<file path="src/rtl/iob2axil_if.sv">
// IOb request port plus AXI-Lite master channels of the iob2axil bridge.
// Member names are seen from the bridge: _i enters it, _o leaves it.
interface iob2axil_if #(
  parameter int AXIL_ADDR_W = 32,
  parameter int AXIL_DATA_W = 32
);
  logic                     iob_avalid_i;
  logic [AXIL_ADDR_W-1:0]   iob_addr_i;
  logic [AXIL_DATA_W-1:0]   iob_wdata_i;
  logic [AXIL_DATA_W/8-1:0] iob_wstrb_i;
  logic                     iob_ready_o;
  logic                     iob_rvalid_o;
  logic [AXIL_DATA_W-1:0]   iob_rdata_o;
  logic                     err_o;

  logic [AXIL_ADDR_W-1:0]   axil_awaddr_o;
  logic [2:0]               axil_awprot_o;
  logic                     axil_awvalid_o;
  logic                     axil_awready_i;
  logic [AXIL_DATA_W-1:0]   axil_wdata_o;
  logic [AXIL_DATA_W/8-1:0] axil_wstrb_o;
  logic                     axil_wvalid_o;
  logic                     axil_wready_i;
  logic [1:0]               axil_bresp_i;
  logic                     axil_bvalid_i;
  logic                     axil_bready_o;
  logic [AXIL_ADDR_W-1:0]   axil_araddr_o;
  logic [2:0]               axil_arprot_o;
  logic                     axil_arvalid_o;
  logic                     axil_arready_i;
  logic [AXIL_DATA_W-1:0]   axil_rdata_i;
  logic [1:0]               axil_rresp_i;
  logic                     axil_rvalid_i;
  logic                     axil_rready_o;

  modport slave (
    input  iob_avalid_i, iob_addr_i, iob_wdata_i, iob_wstrb_i,
    output iob_ready_o, iob_rvalid_o, iob_rdata_o, err_o,
    output axil_awaddr_o, axil_awprot_o, axil_awvalid_o,
    input  axil_awready_i,
    output axil_wdata_o, axil_wstrb_o, axil_wvalid_o,
    input  axil_wready_i,
    input  axil_bresp_i, axil_bvalid_i,
    output axil_bready_o,
    output axil_araddr_o, axil_arprot_o, axil_arvalid_o,
    input  axil_arready_i,
    input  axil_rdata_i, axil_rresp_i, axil_rvalid_i,
    output axil_rready_o
  );

  modport master (
    output iob_avalid_i, iob_addr_i, iob_wdata_i, iob_wstrb_i,
    input  iob_ready_o, iob_rvalid_o, iob_rdata_o, err_o,
    input  axil_awaddr_o, axil_awprot_o, axil_awvalid_o,
    output axil_awready_i,
    input  axil_wdata_o, axil_wstrb_o, axil_wvalid_o,
    output axil_wready_i,
    output axil_bresp_i, axil_bvalid_i,
    input  axil_bready_o,
    input  axil_araddr_o, axil_arprot_o, axil_arvalid_o,
    output axil_arready_i,
    output axil_rdata_i, axil_rresp_i, axil_rvalid_i,
    input  axil_rready_o
  );
endinterface

</file>
<file path="src/rtl/iob2axil.sv">
// IOb native slave to AXI-Lite master bridge.
// One transaction in flight; aw and w channels complete independently.
module iob2axil #(
  parameter int AXIL_ADDR_W = 32,
  parameter int AXIL_DATA_W = 32
) (
  input  logic       clk_i,
  input  logic       arst_n_i,
  input  logic       cke_i,
  iob2axil_if.slave  bus
);
  localparam int SW = AXIL_DATA_W / 8;

  localparam logic [2:0] IDLE    = 3'd0;
  localparam logic [2:0] WR_REQ  = 3'd1;
  localparam logic [2:0] WR_RESP = 3'd2;
  localparam logic [2:0] RD_REQ  = 3'd3;
  localparam logic [2:0] RD_DATA = 3'd4;

  logic [2:0]             state_q, state_d;
  logic [AXIL_ADDR_W-1:0] addr_q, addr_d;
  logic [AXIL_DATA_W-1:0] wdata_q, wdata_d;
  logic [SW-1:0]          wstrb_q, wstrb_d;
  logic [AXIL_DATA_W-1:0] rdata_q, rdata_d;
  logic                   aw_done_q, aw_done_d;
  logic                   w_done_q, w_done_d;
  logic                   rvalid_q, rvalid_d;
  logic                   err_q, err_d;

  logic st_idle, st_wreq, st_wrsp;
  logic st_rreq, st_rdat;
  logic awvalid, wvalid;
  logic aw_ok, w_ok;

  assign st_idle = (state_q == IDLE);
  assign st_wreq = (state_q == WR_REQ);
  assign st_wrsp = (state_q == WR_RESP);
  assign st_rreq = (state_q == RD_REQ);
  assign st_rdat = (state_q == RD_DATA);

  assign awvalid = st_wreq && !aw_done_q;
  assign wvalid  = st_wreq && !w_done_q;

  // A channel counts as done if it handshook earlier or does so now
  assign aw_ok = aw_done_q || (awvalid && bus.axil_awready_i);
  assign w_ok  = w_done_q || (wvalid && bus.axil_wready_i);

  always_comb begin
    state_d   = state_q;
    addr_d    = addr_q;
    wdata_d   = wdata_q;
    wstrb_d   = wstrb_q;
    rdata_d   = rdata_q;
    aw_done_d = aw_done_q;
    w_done_d  = w_done_q;
    rvalid_d  = 1'b0;
    err_d     = 1'b0;
    unique case (1'b1)
      st_idle: begin
        if (bus.iob_avalid_i) begin
          addr_d  = bus.iob_addr_i;
          wdata_d = bus.iob_wdata_i;
          wstrb_d = bus.iob_wstrb_i;
          state_d = (|bus.iob_wstrb_i)
                  ? WR_REQ : RD_REQ;
        end
      end
      st_wreq: begin
        if (aw_ok && w_ok) begin
          state_d   = WR_RESP;
          aw_done_d = 1'b0;
          w_done_d  = 1'b0;
        end else begin
          aw_done_d = aw_ok;
          w_done_d  = w_ok;
        end
      end
      st_wrsp: begin
        if (bus.axil_bvalid_i) begin
          state_d = IDLE;
          err_d   = |bus.axil_bresp_i;
        end
      end
      st_rreq: begin
        if (bus.axil_arready_i) state_d = RD_DATA;
      end
      st_rdat: begin
        if (bus.axil_rvalid_i) begin
          state_d  = IDLE;
          rdata_d  = bus.axil_rdata_i;
          rvalid_d = 1'b1;
          err_d    = |bus.axil_rresp_i;
        end
      end
      default: state_d = IDLE;
    endcase
  end

  always_ff @(posedge clk_i or negedge arst_n_i) begin
    if (!arst_n_i) begin
      state_q   <= IDLE;
      addr_q    <= '0;
      wdata_q   <= '0;
      wstrb_q   <= '0;
      rdata_q   <= '0;
      aw_done_q <= 1'b0;
      w_done_q  <= 1'b0;
      rvalid_q  <= 1'b0;
      err_q     <= 1'b0;
    end else if (cke_i) begin
      state_q   <= state_d;
      addr_q    <= addr_d;
      wdata_q   <= wdata_d;
      wstrb_q   <= wstrb_d;
      rdata_q   <= rdata_d;
      aw_done_q <= aw_done_d;
      w_done_q  <= w_done_d;
      rvalid_q  <= rvalid_d;
      err_q     <= err_d;
    end
  end

  assign bus.iob_ready_o    = st_idle;
  assign bus.iob_rvalid_o   = rvalid_q;
  assign bus.iob_rdata_o    = rdata_q;
  assign bus.err_o          = err_q;

  assign bus.axil_awaddr_o  = addr_q;
  assign bus.axil_awprot_o  = 3'b000;
  assign bus.axil_awvalid_o = awvalid;
  assign bus.axil_wdata_o   = wdata_q;
  assign bus.axil_wstrb_o   = wstrb_q;
  assign bus.axil_wvalid_o  = wvalid;
  assign bus.axil_bready_o  = st_wrsp;
  assign bus.axil_araddr_o  = addr_q;
  assign bus.axil_arprot_o  = 3'b000;
  assign bus.axil_arvalid_o = st_rreq;
  assign bus.axil_rready_o  = st_rdat;
endmodule

</file>
<file path="src/flat_wrapper.sv">
// flat-port wrapper written by rule: the top's interface ports become plain ports
module iob2axil_flat 
#(
  parameter int AXIL_ADDR_W = 32,
  parameter int AXIL_DATA_W = 32
)
  (clk_i, arst_n_i, cke_i, bus_iob_avalid_i, bus_iob_addr_i, bus_iob_wdata_i, bus_iob_wstrb_i, bus_iob_ready_o, bus_iob_rvalid_o, bus_iob_rdata_o, bus_err_o, bus_axil_awaddr_o, bus_axil_awprot_o, bus_axil_awvalid_o, bus_axil_awready_i, bus_axil_wdata_o, bus_axil_wstrb_o, bus_axil_wvalid_o, bus_axil_wready_i, bus_axil_bresp_i, bus_axil_bvalid_i, bus_axil_bready_o, bus_axil_araddr_o, bus_axil_arprot_o, bus_axil_arvalid_o, bus_axil_arready_i, bus_axil_rdata_i, bus_axil_rresp_i, bus_axil_rvalid_i, bus_axil_rready_o);
  iob2axil_if #(.AXIL_ADDR_W(AXIL_ADDR_W), .AXIL_DATA_W(AXIL_DATA_W)) bus_i ();
  input  logic clk_i;
  input  logic arst_n_i;
  input  logic cke_i;
  input wire logic [$bits(bus_i.iob_avalid_i)-1:0] bus_iob_avalid_i;
  input wire logic [$bits(bus_i.iob_addr_i)-1:0] bus_iob_addr_i;
  input wire logic [$bits(bus_i.iob_wdata_i)-1:0] bus_iob_wdata_i;
  input wire logic [$bits(bus_i.iob_wstrb_i)-1:0] bus_iob_wstrb_i;
  output wire logic [$bits(bus_i.iob_ready_o)-1:0] bus_iob_ready_o;
  output wire logic [$bits(bus_i.iob_rvalid_o)-1:0] bus_iob_rvalid_o;
  output wire logic [$bits(bus_i.iob_rdata_o)-1:0] bus_iob_rdata_o;
  output wire logic [$bits(bus_i.err_o)-1:0] bus_err_o;
  output wire logic [$bits(bus_i.axil_awaddr_o)-1:0] bus_axil_awaddr_o;
  output wire logic [$bits(bus_i.axil_awprot_o)-1:0] bus_axil_awprot_o;
  output wire logic [$bits(bus_i.axil_awvalid_o)-1:0] bus_axil_awvalid_o;
  input wire logic [$bits(bus_i.axil_awready_i)-1:0] bus_axil_awready_i;
  output wire logic [$bits(bus_i.axil_wdata_o)-1:0] bus_axil_wdata_o;
  output wire logic [$bits(bus_i.axil_wstrb_o)-1:0] bus_axil_wstrb_o;
  output wire logic [$bits(bus_i.axil_wvalid_o)-1:0] bus_axil_wvalid_o;
  input wire logic [$bits(bus_i.axil_wready_i)-1:0] bus_axil_wready_i;
  input wire logic [$bits(bus_i.axil_bresp_i)-1:0] bus_axil_bresp_i;
  input wire logic [$bits(bus_i.axil_bvalid_i)-1:0] bus_axil_bvalid_i;
  output wire logic [$bits(bus_i.axil_bready_o)-1:0] bus_axil_bready_o;
  output wire logic [$bits(bus_i.axil_araddr_o)-1:0] bus_axil_araddr_o;
  output wire logic [$bits(bus_i.axil_arprot_o)-1:0] bus_axil_arprot_o;
  output wire logic [$bits(bus_i.axil_arvalid_o)-1:0] bus_axil_arvalid_o;
  input wire logic [$bits(bus_i.axil_arready_i)-1:0] bus_axil_arready_i;
  input wire logic [$bits(bus_i.axil_rdata_i)-1:0] bus_axil_rdata_i;
  input wire logic [$bits(bus_i.axil_rresp_i)-1:0] bus_axil_rresp_i;
  input wire logic [$bits(bus_i.axil_rvalid_i)-1:0] bus_axil_rvalid_i;
  output wire logic [$bits(bus_i.axil_rready_o)-1:0] bus_axil_rready_o;
  assign bus_i.iob_avalid_i = bus_iob_avalid_i;
  assign bus_i.iob_addr_i = bus_iob_addr_i;
  assign bus_i.iob_wdata_i = bus_iob_wdata_i;
  assign bus_i.iob_wstrb_i = bus_iob_wstrb_i;
  assign bus_iob_ready_o = bus_i.iob_ready_o;
  assign bus_iob_rvalid_o = bus_i.iob_rvalid_o;
  assign bus_iob_rdata_o = bus_i.iob_rdata_o;
  assign bus_err_o = bus_i.err_o;
  assign bus_axil_awaddr_o = bus_i.axil_awaddr_o;
  assign bus_axil_awprot_o = bus_i.axil_awprot_o;
  assign bus_axil_awvalid_o = bus_i.axil_awvalid_o;
  assign bus_i.axil_awready_i = bus_axil_awready_i;
  assign bus_axil_wdata_o = bus_i.axil_wdata_o;
  assign bus_axil_wstrb_o = bus_i.axil_wstrb_o;
  assign bus_axil_wvalid_o = bus_i.axil_wvalid_o;
  assign bus_i.axil_wready_i = bus_axil_wready_i;
  assign bus_i.axil_bresp_i = bus_axil_bresp_i;
  assign bus_i.axil_bvalid_i = bus_axil_bvalid_i;
  assign bus_axil_bready_o = bus_i.axil_bready_o;
  assign bus_axil_araddr_o = bus_i.axil_araddr_o;
  assign bus_axil_arprot_o = bus_i.axil_arprot_o;
  assign bus_axil_arvalid_o = bus_i.axil_arvalid_o;
  assign bus_i.axil_arready_i = bus_axil_arready_i;
  assign bus_i.axil_rdata_i = bus_axil_rdata_i;
  assign bus_i.axil_rresp_i = bus_axil_rresp_i;
  assign bus_i.axil_rvalid_i = bus_axil_rvalid_i;
  assign bus_axil_rready_o = bus_i.axil_rready_o;
  iob2axil #(.AXIL_ADDR_W(AXIL_ADDR_W), .AXIL_DATA_W(AXIL_DATA_W)) u_core (.clk_i(clk_i), .arst_n_i(arst_n_i), .cke_i(cke_i), .bus(bus_i));
endmodule
</file>
<file path="config.mk">
export PLATFORM = sky130hd
export DESIGN_NAME = iob2axil_flat
export DESIGN_NICKNAME = d
export VERILOG_FILES = /design/src/rtl/iob2axil_if.sv /design/src/rtl/iob2axil.sv /design/src/flat_wrapper.sv
export SDC_FILE = /design/constraint.sdc
export NUM_CORES = 1
export LEC_CHECK = 0
export CORE_ASPECT_RATIO = 0.6
export CORE_MARGIN = 2
export CORE_UTILIZATION = 42
export CTS_CLUSTER_DIAMETER = 40
export DETAILED_ROUTE_END_ITERATION = 10
export PLACE_DENSITY = 0.87
export SLEW_MARGIN = 20
export SYNTH_ARGS = -nofsm -noshare
export SYNTH_HDL_FRONTEND = slang
export SYNTH_SLANG_ARGS = --single-unit
</file>
<file path="constraint.sdc">
create_clock -name clk_i -period 3.8 [get_ports clk_i]
set_input_delay 0.95 -clock clk_i [delete_from_list [all_inputs] [get_ports clk_i]]
set_output_delay 0.95 -clock clk_i [all_outputs]
set_load 0.05 [all_outputs]
</file>
==> out/qor.yml <==
outcome: "complete, no violations"
area_growth_pct: 57.0
grtUsageTotal: 0.196
min_period_ps: 3300
routabilityCongestion: 0.807
die_height_um: 84.9
drtAntennaViolNets: 0
crit_type: "register to output pin"
synth_top_cell_by_area: "dfrtp_1"
synth_cell_types: 33
synthTopCellsByArea: "dfrtp_1 (58%), mux2_2 (20%), buf_4 (6.9%), mux2_4 (6.6%), buf_12 (0.87%)"
ys_seq_elements: 107
ir_drop_uv: 781
cp_max_fo: 11
syn_avg_cell_area_um2: 15.2
synth_top_area_share: 0.585
wirelength_um: 11300
cts_setup_buffers: 0
antenna_found_initial: 0
root_buffer: "clkbuf_16"
coreArea_um2: 10600
period_share: 0.867
dr_total_vias: 3099
port_buffers: 252
finalSetupViolCount: 0
grt_pass1_vias: 3358
fin_ws_ps: 505
wl_per_cell_um: 17.1
clock_path_buffers: 2
cap_violations: 0
rsz0062_at_grt: "no"
cp_top_family: "buffers and inverters"
cp_cell_sequence: "or3b_2 -> nor2_1 -> clkdlybuf4s50_1"
path_clk_slew_ps: 70
cts-buffers-inserted: 9
power_density_nw_per_um2: 1050
met3_length_um: 1030
drt-initial-drc-count: 59
cts_tree: "yes"
fillerInstances: 731
yosys_warnings: 0
worst_ep_required_time_ps: 2850
final_common_cell: "clkdlybuf4s50_1"
die_x_um: 139
slowest_stage: "clkdlybuf4s50_1"
syn-cell-area_um2: 4580
p_leak_nw: 3.07
mostFrequentLayoutCells: "clkdlybuf4s50_1 (251), dfrtp_1 (107), mux2_2 (82)"
routed.top_layer: "met4"
dr.pass1.iters: 6
grt_pass1_wl_um: 18000
path_buf_inv: 1
insertedDiodeCount: 0
worst_setup_path_end_kind: "output pin"
dp.final_hpwl_um: 8690
hold_depth: 1
cts_hold_buf: 0
reg2regPathDepth: 3
clock.fmax_mhz: 303
yosysSeqAreaShare: 0.585
pin_count: 259
cp-start-kind: "register"
rows: 29
slew_headroom: 0.330
cts_resized: 0
min_path_type: "register to register"
clk_latency_ps: 340
overflow: 0
critical_path_depth: 3
fin_skew_ps: 5.77
grt_max_degree: 69
total_power_w: 0.00753
finalHoldViolCount: 0
worstPathArrival_ps: 2350
worst_slew_pin_slew_ps: 1000
crit_path_max_incr_delay_ps: 810
final_util: 0.679
met1Wirelength_um: 4320
via_per_inst: 4.68
post-place-ws_ps: 626
slew_viol_final: 0
layout.nets: 631
tns_ps: 0
route.detailed.drc: 0
drive_gt1_frac: 0.241
start_util: 0.432
clock-sinks: 107
synthCells: 301
dieArea_um2: 11800
wl_met2_um: 5920
htreeDepth: 3
[synthesized netlist by cell type]
cell       number
o22ai_1         1
conb_1          1
o21ai_0         3
or4b_1          1
buf_12          2
and4bb_2        1
nor3_1          1
nand4_2         1
and3b_1         2
o21a_1          2
buf_8           1
and4b_1         1
a32o_1          1
nor2_1          5
dfrtp_1       107
nor2_4          1
nand2_1         1
mux2_4         20
or3b_2          1
o211ai_1        1
buf_4          42
a21oi_1         3
nor3b_1         2
and2_1          2
clkbuf_1        2
o41ai_1         1
a31oi_1         2
o2111ai_1       1
buf_2           4
buf_6           2
o31ai_1         1
mux2_2         82
inv_1           3
[power breakdown]
part / switching (W) / internal [W] / total [W]
logic: 0.00298 / 0.00170 / 0.00469
registers: 0.000352 / 0.00163 / 0.00198
clock network: 0.000416 / 0.000448 / 0.000864
[routing by layer]
layer	GRT usage	vias to the layer above
li1	-	1437
met1	0.222	1517
met2	0.350	138
met3	0.0835	7
met4	0.0468	0
met5	0	-
[worst paths after layout]
kind / startpoint / endpoint / slack, ps
max: u_core.state_q[0] / bus_axil_wvalid_o / 500
min: u_core.bus.iob_rdata_o[13] / u_core.bus.iob_rdata_o[13] / 510
max reg2reg: u_core.state_q[0] / u_core.bus.iob_rdata_o[14] / 1580
min reg2reg: u_core.bus.iob_rdata_o[13] / u_core.bus.iob_rdata_o[13] / 510
max in group asynchronous: arst_n_i / u_core.bus.iob_rdata_o[25] / 2450
min in group asynchronous: arst_n_i / u_core.bus.axil_wdata_o[13] / 610
[flip-flops by register name, indices dropped and copies added (netlist names)]
name	count
u_core.bus.iob_rdata_o	32
u_core.bus.iob_rvalid_o	1
u_core.state_q	3
u_core.bus.err_o	1
u_core.w_done_q	1
u_core.bus.axil_araddr_o	32
u_core.bus.axil_wdata_o	32
u_core.aw_done_q	1
u_core.bus.axil_wstrb_o	4
[per-stage QoR]
stage	hold WS [ps]	area, um2	std cells
5_1_grt	529	7190	662
3_5_place_dp	495	6920	646
6_report	508	7190	662
3_3_place_gp	490	6920	646
2_1_floorplan	522	4600	306
4_1_cts	512	7190	662
[worst register-to-register path: stages (launching register included)]
cell and delay (ps):
dfrtp_1 510, nor2_4 200, nand4_2 790, mux2_2 610
[final cells by class]
type	instances	area [um2]	area share
clock buffer	9	225	0.0313
timing repair buffer	254	2560	0.356
inverter	3	11.3	0.00157
clock inverter	7	51.3	0.00713
multi-input combinational	143	1490	0.208
tap	139	174	0.0242
sequential	107	2680	0.372
[cells by family after synthesis]
group,share of synthesized area
other,0.000819
multiplexers,0.267
AO/OA/AOI/OAI,0.0232
buffers and inverters,0.0942
AND/OR/NAND/NOR,0.0300
flip-flops,0.585
Note: power is estimated with default switching activity, not from simulation.
